`src/rtl/fir_channel_scheduler_pkg.sv`:
```
// Shared types and defaults for the FIR channel scheduler.
package fir_channel_scheduler_pkg;

  localparam int DEFAULT_NUM_CH     = 4;
  localparam int DEFAULT_DATA_WIDTH = 24;
  localparam int DEFAULT_TIMEOUT    = 256;

  // One-hot scheduler states.
  typedef enum logic [3:0] {
    ST_IDLE    = 4'b0001,
    ST_ISSUE   = 4'b0010,
    ST_WAIT    = 4'b0100,
    ST_DELIVER = 4'b1000
  } sched_state_e;

  // The watchdog counter only has to reach TIMEOUT-1, so $clog2(TIMEOUT)
  // bits suffice. A disabled (0) or trivial (1) limit still gets one bit.
  function automatic int wdog_width(input int timeout);
    return (timeout > 1) ? $clog2(timeout) : 1;
  endfunction

endpackage

```
`src/rtl/fir_channel_scheduler_rr_arbiter.sv`:
```
// Combinational rotating-priority arbiter: the search starts at the channel
// after last_grant and wraps, so every requester is served in turn.
module fir_channel_scheduler_rr_arbiter
  import fir_channel_scheduler_pkg::*;
#(
  parameter int NUM_CH   = DEFAULT_NUM_CH,
  parameter int CH_WIDTH = $clog2(NUM_CH)
) (
  input  logic [NUM_CH-1:0]   req,
  input  logic [CH_WIDTH-1:0] last_grant,
  output logic [CH_WIDTH-1:0] grant,
  output logic                any_req
);

  // Candidate gi is the channel gi+1 positions after last_grant.
  logic [CH_WIDTH-1:0] cand_idx [NUM_CH];
  logic [NUM_CH-1:0]   cand_req;

  for (genvar gi = 0; gi < NUM_CH; gi++) begin : g_cand
    logic [CH_WIDTH:0] sum;
    // last_grant <= NUM_CH-1, so one conditional subtract is a full modulo.
    assign sum = {1'b0, last_grant} + (CH_WIDTH+1)'(gi + 1);
    assign cand_idx[gi] = (sum >= (CH_WIDTH+1)'(NUM_CH))
                        ? CH_WIDTH'(sum - (CH_WIDTH+1)'(NUM_CH))
                        : sum[CH_WIDTH-1:0];
    assign cand_req[gi] = req[cand_idx[gi]];
  end

  // Pick the nearest requesting candidate; scanning from the far end lets
  // the closest one overwrite the others.
  always_comb begin
    grant   = '0;
    any_req = |req;
    for (int i = NUM_CH - 1; i >= 0; i--) begin
      if (cand_req[i]) grant = cand_idx[i];
    end
  end

endmodule

```
`src/rtl/fir_channel_scheduler.sv`:
```
// Shares one FIR datapath among NUM_CH requesters: round-robin grant,
// sample issue, result wait, tagged delivery, and a stall watchdog.
module fir_channel_scheduler
  import fir_channel_scheduler_pkg::*;
#(
  parameter  int NUM_CH     = DEFAULT_NUM_CH,
  parameter  int DATA_WIDTH = DEFAULT_DATA_WIDTH,
  parameter  int TIMEOUT    = DEFAULT_TIMEOUT,
  localparam int CH_WIDTH   = $clog2(NUM_CH)
) (
  input  logic                         i_clk,
  input  logic                         i_rst,
  input  logic [NUM_CH*DATA_WIDTH-1:0] iv_ch_din,
  input  logic [NUM_CH-1:0]            iv_ch_valid,
  output logic [NUM_CH-1:0]            ov_ch_ready,
  output logic [DATA_WIDTH-1:0]        ov_fir_din,
  output logic [CH_WIDTH-1:0]          ov_fir_ch,
  output logic                         o_fir_din_valid,
  input  logic                         i_fir_ready,
  input  logic [DATA_WIDTH-1:0]        iv_fir_dout,
  input  logic                         i_fir_dout_valid,
  output logic                         o_fir_ready,
  output logic                         o_fir_rst,
  output logic [DATA_WIDTH-1:0]        ov_dout,
  output logic [CH_WIDTH-1:0]          ov_dout_ch,
  output logic                         o_dout_valid,
  input  logic                         i_dout_ready,
  output logic                         o_err
);

  localparam int WD_W = wdog_width(TIMEOUT);
  localparam logic [WD_W-1:0] WD_LAST = WD_W'((TIMEOUT > 0) ? TIMEOUT - 1 : 0);

  sched_state_e        state_reg;
  logic [CH_WIDTH-1:0] last_grant_reg;
  logic [WD_W-1:0]     wdog_cnt_reg;

  logic [CH_WIDTH-1:0]   arb_grant;
  logic                  arb_any;
  logic [NUM_CH-1:0]     grant_onehot;
  logic [DATA_WIDTH-1:0] ch_sample [NUM_CH];
  logic                  wdog_expired;

  // Unpack the flattened sample bus and build the one-hot ready pattern.
  for (genvar gi = 0; gi < NUM_CH; gi++) begin : g_ch
    assign ch_sample[gi]    = iv_ch_din[gi*DATA_WIDTH +: DATA_WIDTH];
    assign grant_onehot[gi] = (arb_grant == CH_WIDTH'(gi));
  end

  // A zero limit turns the watchdog off entirely.
  assign wdog_expired = (TIMEOUT != 0) && (wdog_cnt_reg == WD_LAST);

  fir_channel_scheduler_rr_arbiter #(
    .NUM_CH   (NUM_CH),
    .CH_WIDTH (CH_WIDTH)
  ) u_arb (
    .req        (iv_ch_valid),
    .last_grant (last_grant_reg),
    .grant      (arb_grant),
    .any_req    (arb_any)
  );

  // Scheduler FSM; every output is a register so the filter and the
  // requesters never see combinational paths through the arbiter.
  always_ff @(posedge i_clk) begin
    if (i_rst) begin
      state_reg       <= ST_IDLE;
      last_grant_reg  <= CH_WIDTH'(NUM_CH - 1);
      wdog_cnt_reg    <= '0;
      ov_ch_ready     <= '0;
      ov_fir_din      <= '0;
      ov_fir_ch       <= '0;
      o_fir_din_valid <= 1'b0;
      o_fir_ready     <= 1'b0;
      o_fir_rst       <= 1'b0;
      ov_dout         <= '0;
      ov_dout_ch      <= '0;
      o_dout_valid    <= 1'b0;
      o_err           <= 1'b0;
    end else begin
      // Pulse outputs fall back to zero unless a state sets them this cycle.
      ov_ch_ready <= '0;
      o_fir_ready <= 1'b0;
      o_fir_rst   <= 1'b0;
      o_err       <= 1'b0;

      case (state_reg)
        ST_IDLE: begin
          if (arb_any) begin
            ov_ch_ready     <= grant_onehot;
            ov_fir_din      <= ch_sample[arb_grant];
            ov_fir_ch       <= arb_grant;
            o_fir_din_valid <= 1'b1;
            wdog_cnt_reg    <= '0;
            state_reg       <= ST_ISSUE;
          end
        end

        ST_ISSUE: begin
          // Expiry is checked first so the counter never runs past WD_LAST.
          if (wdog_expired) begin
            o_fir_din_valid <= 1'b0;
            o_err           <= 1'b1;
            o_fir_rst       <= 1'b1;
            last_grant_reg  <= ov_fir_ch;
            state_reg       <= ST_IDLE;
          end else begin
            wdog_cnt_reg <= wdog_cnt_reg + 1'b1;
            if (i_fir_ready) begin
              o_fir_din_valid <= 1'b0;
              state_reg       <= ST_WAIT;
            end
          end
        end

        ST_WAIT: begin
          // A result arriving on the expiry cycle still counts as success.
          if (i_fir_dout_valid) begin
            ov_dout      <= iv_fir_dout;
            ov_dout_ch   <= ov_fir_ch;
            o_fir_ready  <= 1'b1;
            o_dout_valid <= 1'b1;
            state_reg    <= ST_DELIVER;
          end else if (wdog_expired) begin
            o_err          <= 1'b1;
            o_fir_rst      <= 1'b1;
            last_grant_reg <= ov_fir_ch;
            state_reg      <= ST_IDLE;
          end else begin
            wdog_cnt_reg <= wdog_cnt_reg + 1'b1;
          end
        end

        ST_DELIVER: begin
          // Downstream backpressure may hold us here indefinitely; no watchdog.
          if (i_dout_ready) begin
            o_dout_valid   <= 1'b0;
            last_grant_reg <= ov_fir_ch;
            state_reg      <= ST_IDLE;
          end
        end

        default: begin
          o_fir_din_valid <= 1'b0;
          o_dout_valid    <= 1'b0;
          state_reg       <= ST_IDLE;
        end
      endcase
    end
  end

endmodule

```
`config.mk`:
```
export PLATFORM = sky130hd
export DESIGN_NAME = fir_channel_scheduler
export DESIGN_NICKNAME = d
export VERILOG_FILES = /design/src/rtl/fir_channel_scheduler_pkg.sv /design/src/rtl/fir_channel_scheduler_rr_arbiter.sv /design/src/rtl/fir_channel_scheduler.sv
export SDC_FILE = /design/constraint.sdc
export NUM_CORES = 1
export LEC_CHECK = 0
export CORE_ASPECT_RATIO = 0.5
export CORE_UTILIZATION = 41
export CTS_CLUSTER_DIAMETER = 40
export DETAILED_ROUTE_END_ITERATION = 6
export HOLD_SLACK_MARGIN = 0.05
export PLACE_DENSITY = 0.81
export RECOVER_POWER = 100
export SYNTH_ARGS = -nofsm -noshare
export SYNTH_HDL_FRONTEND = slang
export SYNTH_SLANG_ARGS = --single-unit
```
`constraint.sdc`:
```
create_clock -name i_clk -period 2.4 [get_ports i_clk]
set_input_delay 0.48 -clock i_clk [delete_from_list [all_inputs] [get_ports i_clk]]
set_output_delay 0.48 -clock i_clk [all_outputs]
set_load 0.1 [all_outputs]
```
==> results.md, run 1 <==
- Core area: 0.00901 mm²
- Ant. Diodes: 0
- Pre-CTS setup slack: 21.4 ps
- Residual DRC: 0
- Register area share after synthesis: 0.376
- Hold Worst Slack: 451 ps
- Post-route cell area: 0.00587 mm²
- Req. time, crit path: 2670 ps
- Reg clk slew, reported paths: 60 ps
- DP HPWL: 8840 µm
- # setup viols final: 0
- Routed WL per cell: 16.0 µm
- Via density: 5.35
- Number of global-route vias before repair: 3895
- Internal power: 2.66 mW
- Largest net degree at the start of global routing: 34
- Sequential cell area: 0.00148 mm²
- DRT antenna net count: 0
- Post-CTS Resized: 0
- Worst rel slew slack: 0.190
- TritonCTS buffer count: 9
- Remaining Overflow, GRT: 0
- Worst-margin pin slew: 1220 ps
- Gate Count Post-Synth: 430
- Critical Path Fanout Max: 5
- Ports: 190
- Leakage power: 2.18 nW
- Clock tree buffer depth: 2
- Net Sw Frac: 0.412
- Setup WS post-layout: 225 ps
- Psw: 1.87 mW
- VDD IR-drop max: 0.397 mV
- Final setup TNS: 0 ps
- Initial Util: 0.438
- Sink Count: 74
- Yosys warning total: 0
- First-pass GRT wire length: 19400 µm
- Root Driver: clkbuf_16
- WL final: 11900 µm
- Fin crit share: 0.906
- # H-tree levels: 3
- Area of the multi-input gates: 0.00219 mm²
- Seq cells post-synth: 74
- Synth unique cells: 54
- Critical path class: input pin to register
- Final hold violations: 0
- Die width: 141 µm
- Worst-Skew Late Latency: 330 ps
- Synth Flop Type: dfxtp_1
- Row cnt: 24
- Peak Freq: 460 MHz
- DP Area: 0.00588 mm²
- All-Layer GR Usage: 0.244
- Comb power frac: 0.391
- Layout cells sized above 1: 0.127
- Initial antenna violation count: 0
- Fin crit period: 2170 ps
- Post-Syn Area: 0.00394 mm²
- Area contributors post-synth: dfxtp_1 (38%), a221oi_2 (6.9%), mux2i_1 (6.9%)
- Area Growth Syn to Fin: 48.8%
- Drt first pass iters: 4
- Vert. Die Dim: 71.3 µm
- Synth area leader: dfxtp_1
- P per Cell Area: 772 mW/mm²
- Filler cells: 781
- Max Cap Violations: 0
- Flop pwr share: 0.316
- Nets: 753
- Data arrival time of the critical path: 2440 ps
- Total setup buffers inserted after CTS: 0
- CTS tree: built
- RSZ-0062 raised after global routing: false
- Hold_buf cts: 0
- Die Area: 0.0100 mm²
- RePlAce Congestion: 0.842
- Yosys top cell area share: 0.376
- Port buffer count: 189
- Worst Setup Start Kind: input pin
- Hold Path Class: register to register
- Avg Inst Size Synth: 9.17 µm²
- Slew Limit Fails: 0
- Critical path endpoint category: register
- Clock power share: 0.293
- Asr flop ratio synth: 0
- Via count: 3984
- Clock skew: 4.29 ps
- Initial DRC Count: 240
- Status: completed
- Syn nets: 560
- EDFF count, synth: 0
==> logic make-up (layout without fill, tap and decap cells) <==
logic type / Yosys count / in the layout / synth area share
simple gates: 161 / 161 / 0.210
compound gates: 124 / 124 / 0.279
flops: 74 / 74 / 0.376
buf+inv: 37 / 235 / 0.0505
mux: 27 / 27 / 0.0685
xor+xnor: 6 / 6 / 0.0133
fa+ha+maj: 1 / 1 / 0.00317
==> layout by cell type (no fill, tap or decap), drive strengths merged, types with 2 or more instances in the layout <==
cell,instances
or3,3
a211oi,27
nor4b,3
clkinv,5
or2,2
nor3b,3
xnor2,5
inv,2
clkbuf,76
o21ai,3
and2,25
nor2b,2
nand2b,8
mux2i,27
a21oi,35
nand4,2
o21bai,24
clkdlybuf4s50,126
buf,23
nand3,8
nand2,58
a221oi,24
nor3,4
nor4,9
dfxtp,74
nor2,28
==> power groups by stage <==
| stage | Clock (mW) | Combinational (mW) | Sequential [mW] |
|---|---|---|---|
| 3_3_place_gp | 0 | 1.89 | 1.46 |
| 4_1_cts | 1.34 | 1.91 | 1.43 |
| 2_1_floorplan | 0 | 0.610 | 2.20 |
| 3_5_place_dp | 0 | 1.91 | 1.46 |
| 6_report | 1.33 | 1.77 | 1.43 |
| 5_1_grt | 1.40 | 1.86 | 1.45 |
==> worst paths after layout <==
path / from / endpoint / slack, ps / cells after the start
min: ov_dout[10]$_SDFFE_PP0P_ / ov_dout[10]$_SDFFE_PP0P_ / 450 / 2
max: iv_ch_valid[0] / wdog_cnt_reg[6]$_SDFFE_PP0P_ / 230 / 7
min reg2reg: ov_dout[10]$_SDFFE_PP0P_ / ov_dout[10]$_SDFFE_PP0P_ / 450 / 2
max reg2reg: state_reg[2]$_SDFFE_PP0P_ / wdog_cnt_reg[5]$_SDFFE_PP0P_ / 230 / 7
==> metrics by stage <==
stage / power, mW / cells / utilization
floorplan: 2.81 / 430 / -
global placement: 3.34 / 729 / 0.653
detailed placement: 3.36 / 729 / 0.653
CTS: 4.68 / 745 / 0.686
global route: 4.70 / 745 / 0.651
finish: 4.53 / 745 / 0.651
==> layout make-up <==
type                    instances  area share
clock buffers                   9      0.0384
clock inverters                 7      0.0119
inverters                       2     0.00128
multi-input cells             319       0.374
flip-flops and latches         74       0.253
well taps                     117      0.0250
repair buffers                217       0.297
==> cells in the mapped netlist (2+ instances only) <==
cell type	n
a21oi_1	35
dfxtp_1	74
buf_2	15
nor4_1	9
or3_1	2
a221oi_2	18
inv_1	2
a211oi_1	9
buf_6	4
buf_4	3
xnor2_1	5
nor2b_1	2
clkbuf_1	13
and2_1	25
nor2_1	26
mux2i_1	27
nor3b_1	3
nor3_1	4
o21bai_1	24
nand4_1	2
nor4b_1	2
nand3_1	8
o21ai_1	2
nand2b_1	8
nand2_1	57
a221oi_1	6
a211oi_2	18
==> routing by layer <==
| layer | wire, µm | GRT usage | vias to the layer above | part of all wire |
|---|---|---|---|---|
| met1 | 5000 | 0.287 | 1872 | 0.42 |
| met5 | 0 | 0 | - | 0 |
| met4 | 128 | 0.0543 | 0 | 0.011 |
| met3 | 741 | 0.0615 | 10 | 0.062 |
| met2 | 6050 | 0.453 | 137 | 0.51 |
| li1 | - | - | 1965 | - |
==> critical path, stage by stage <==
cell           delay (ps)
dlygate4sd3_1         560
or4_1                 580
clkbuf_4              170
nand2_1                90
clkbuf_1              220
nand2b_1              200
nor2_1                140
(Power assumes the default switching activity.)
==> run 2: changes to the inputs <==
--- a/config.mk
+++ b/config.mk
@@ -5,12 +5,11 @@
 export SDC_FILE = /design/constraint.sdc
 export NUM_CORES = 1
 export LEC_CHECK = 0
-export CORE_ASPECT_RATIO = 0.5
 export CORE_UTILIZATION = 41
 export CTS_CLUSTER_DIAMETER = 40
 export DETAILED_ROUTE_END_ITERATION = 6
 export HOLD_SLACK_MARGIN = 0.05
-export PLACE_DENSITY = 0.81
+export PLACE_DENSITY = 0.92
 export RECOVER_POWER = 100
 export SYNTH_ARGS = -nofsm -noshare
 export SYNTH_HDL_FRONTEND = slang
==> results.md, run 2 (same netlist as run 1, synthesis figures left out) <==
- Leakage power: 2.15 nW (-1.7%)
- P per Cell Area: 748 mW/mm² (-3.2%)
- Reg clk slew, reported paths: 90 ps (+30 ps)
- Row cnt: 35 (+46%)
- Drt first pass iters: 4 (unchanged)
- Nets: 740 (-1.7%)
- Crit Reg-Reg Endpoint: wdog_cnt_reg[5]$_SDFFE_PP0P_
- TritonCTS buffer count: 9 (unchanged)
- Layout cells sized above 1: 0.137 (+0.00920)
- GRT met3 Usage: 0.0522 (-0.00927)
- Sink Count: 74 (unchanged)
- Slowest CP cell: dlygate4sd3_1
- Worst-margin pin slew: 1230 ps (+10.7 ps)
- # H-tree levels: 3 (unchanged)
- Routing usage on met2: 0.423 (-0.0294)
- Final hold violations: 0 (unchanged)
- Leading cell type in the layout, fill and taps excluded: clkdlybuf4s50_1
- Clock tree buffer depth: 2 (unchanged)
- Critical path endpoint category: register
- First-pass GRT wire length: 19100 µm (-1.8%)
- Final setup TNS: 0 ps (unchanged)
- Worst Setup Start Kind: input pin
- Post-CTS Resized: 0 (unchanged)
- # setup viols final: 0 (unchanged)
- RePlAce Congestion: 0.826 (-1.8%)
- CP bufs+invs: 2 (-1)
- Peak Freq: 460 MHz (+0.13%)
- DRT antenna net count: 0 (unchanged)
- Hold Path Class: register to register
- CTS tree: built
- DP HPWL: 9040 µm (+2.3%)
- Max Cap Violations: 0 (unchanged)
- Worst stage delay on the critical path: 620 ps (+40 ps)
- Hold path depth: 2 (unchanged)
- Via density: 5.37 (+0.44%)
- Data arrival time of the critical path: 2400 ps (-40 ps)
- Most frequent cells in the layout: clkdlybuf4s50_1 (126), dfxtp_1 (74), nand2_1 (58)
- Initial antenna violation count: 0 (unchanged)
- Critical Path Fanout Max: 27 (+22)
- Most crowded layer after global routing: met2
- Pre-CTS setup slack: -0.433 ps (-21.9 ps)
- Number of global-route vias before repair: 4129 (+6.0%)
- Largest net degree at the start of global routing: 57 (+68%)
- Residual DRC: 0 (unchanged)
- Root Driver: clkbuf_8
- Routed WL per cell: 16.0 µm (-0.25%)
- Core area: 0.00928 mm² (+3.1%)
- Start point of the worst hold path: ov_dout_ch[1]$_SDFFE_PP0P_
- Critical path class: input pin to register
- Fin crit share: 0.905 (-0.00121)
- Met1 Resource Use GR: 0.260 (-0.0272)
- VDD IR-drop max: 0.457 mV (+15%)
- Total setup buffers inserted after CTS: 0 (unchanged)
- Area Growth Syn to Fin: 47.4%
- Port buffer count: 189 (unchanged)
- Pwr Total: 4.35 mW (-4.1%)
- All-Layer GR Usage: 0.241 (-0.00270)
- Remaining Overflow, GRT: 0 (unchanged)
- WHS Endpoint: ov_dout_ch[1]$_SDFFE_PP0P_
- Reg-to-reg startpoint: state_reg[2]$_SDFFE_PP0P_
- Critical-path cell list: dlygate4sd3_1 > nand2b_1 > a21bo_1 > and3_1 > buf_12 > mux2i_1 > a211oi_2
- Worst rel slew slack: 0.183 (-0.00711)
- Die width: 100 µm (-29%)
- Reg2Reg Depth: 6 (-1)
- Req. time, crit path: 2630 ps (-40 ps)
- Hold Worst Slack: 458 ps (+6.76 ps)
- Family with the most delay on the worst path: buffers and inverters
- Fin crit period: 2170 ps (-2.91 ps)
- Slew Limit Fails: 0 (unchanged)
- Hold_buf cts: 0 (unchanged)
- Vert. Die Dim: 100 µm (+40%)
- RSZ-0062 raised after global routing: false
- Flop2flop setup slack: 310 ps (+80 ps)
- WL final: 11900 µm (-0.39%)
- Clock skew: 14.9 ps (+10.6 ps)
- Status: completed
- Setup WS post-layout: 228 ps (+2.91 ps)
- Worst-Skew Late Latency: 350 ps (+20 ps)
- Ports: 190 (unchanged)
- Initial DRC Count: 134 (-44%)
- Die Area: 0.0100 mm² (-0.24%)
- Via count: 3996 (+0.30%)
- Initial Util: 0.425 (-0.0130)
- Ant. Diodes: 0 (unchanged)
## run 2: changes by cell type in the layout (fill, tap and decap cells not counted), sizes merged
| cell | previous run | this run |
|---|---|---|
| clkbuf | 76 | 72 |
| bufinv | 1 | 2 |
| inv | 2 | 4 |
| buf | 23 | 14 |
| clkinv | 5 | 2 |
## run 2: area by class of cell
type                       count  area [µm²]
clock buffer                   9         124
clock inverter                 7        98.8
fill                         825        3470
inverter                       2        7.51
multi-input combinational    319        2240
sequential                    74        1480
tap                          129         161
timing repair buffer         204        1700
## run 2: worst max path at each step
stage / from / end / slack, ps / depth (start not counted)
floorplan: o_err$_SDFF_PP0_ / o_fir_rst / 560 / 1
global placement: iv_ch_valid[1] / wdog_cnt_reg[5]$_SDFFE_PP0P_ / 70 / 6
detailed placement: iv_ch_valid[1] / wdog_cnt_reg[5]$_SDFFE_PP0P_ / -0.4 / 6
CTS: iv_ch_valid[1] / wdog_cnt_reg[5]$_SDFFE_PP0P_ / 370 / 6
global route: state_reg[0]$_SDFFE_PP1P_ / ov_fir_din[21]$_SDFFE_PP0N_ / 120 / 6
finish: iv_ch_valid[1] / ov_fir_din[10]$_SDFFE_PP0N_ / 230 / 7
## run 2: per-layer routing
metal | wire, µm | share of wire | vias up
li1 | - | - | 1931
met5 | 0 | 0 | -
met3 | 646 | 0.054 | 44
met4 | 633 | 0.053 | 0
met2 | 5990 | 0.50 | 147
met1 | 4610 | 0.39 | 1874
## run 2: worst register-to-register path, delay by kind of cell, from the launching register on
kind | cells | cell delay, ps
compound gates | 2 | 440
xor+xnor | 1 | 170
buf+inv | 1 | 160
flops | 1 | 590
simple gates | 2 | 600
## run 2: report_power, final
| part | switching, mW | leakage (nW) | internal, mW |
|---|---|---|---|
| logic | 1.29 | 1.43 | 0.532 |
| clock network | 0.506 | 0.110 | 0.593 |
| registers | 0.0835 | 0.604 | 1.35 |
## run 2: metrics by stage
stage	cells	util	cell area, µm²
floorplan	430	-	3940
global placement	728	0.629	5840
detailed placement	728	0.629	5840
CTS	744	0.653	6060
finish	744	0.626	5810
global route	744	0.626	5810
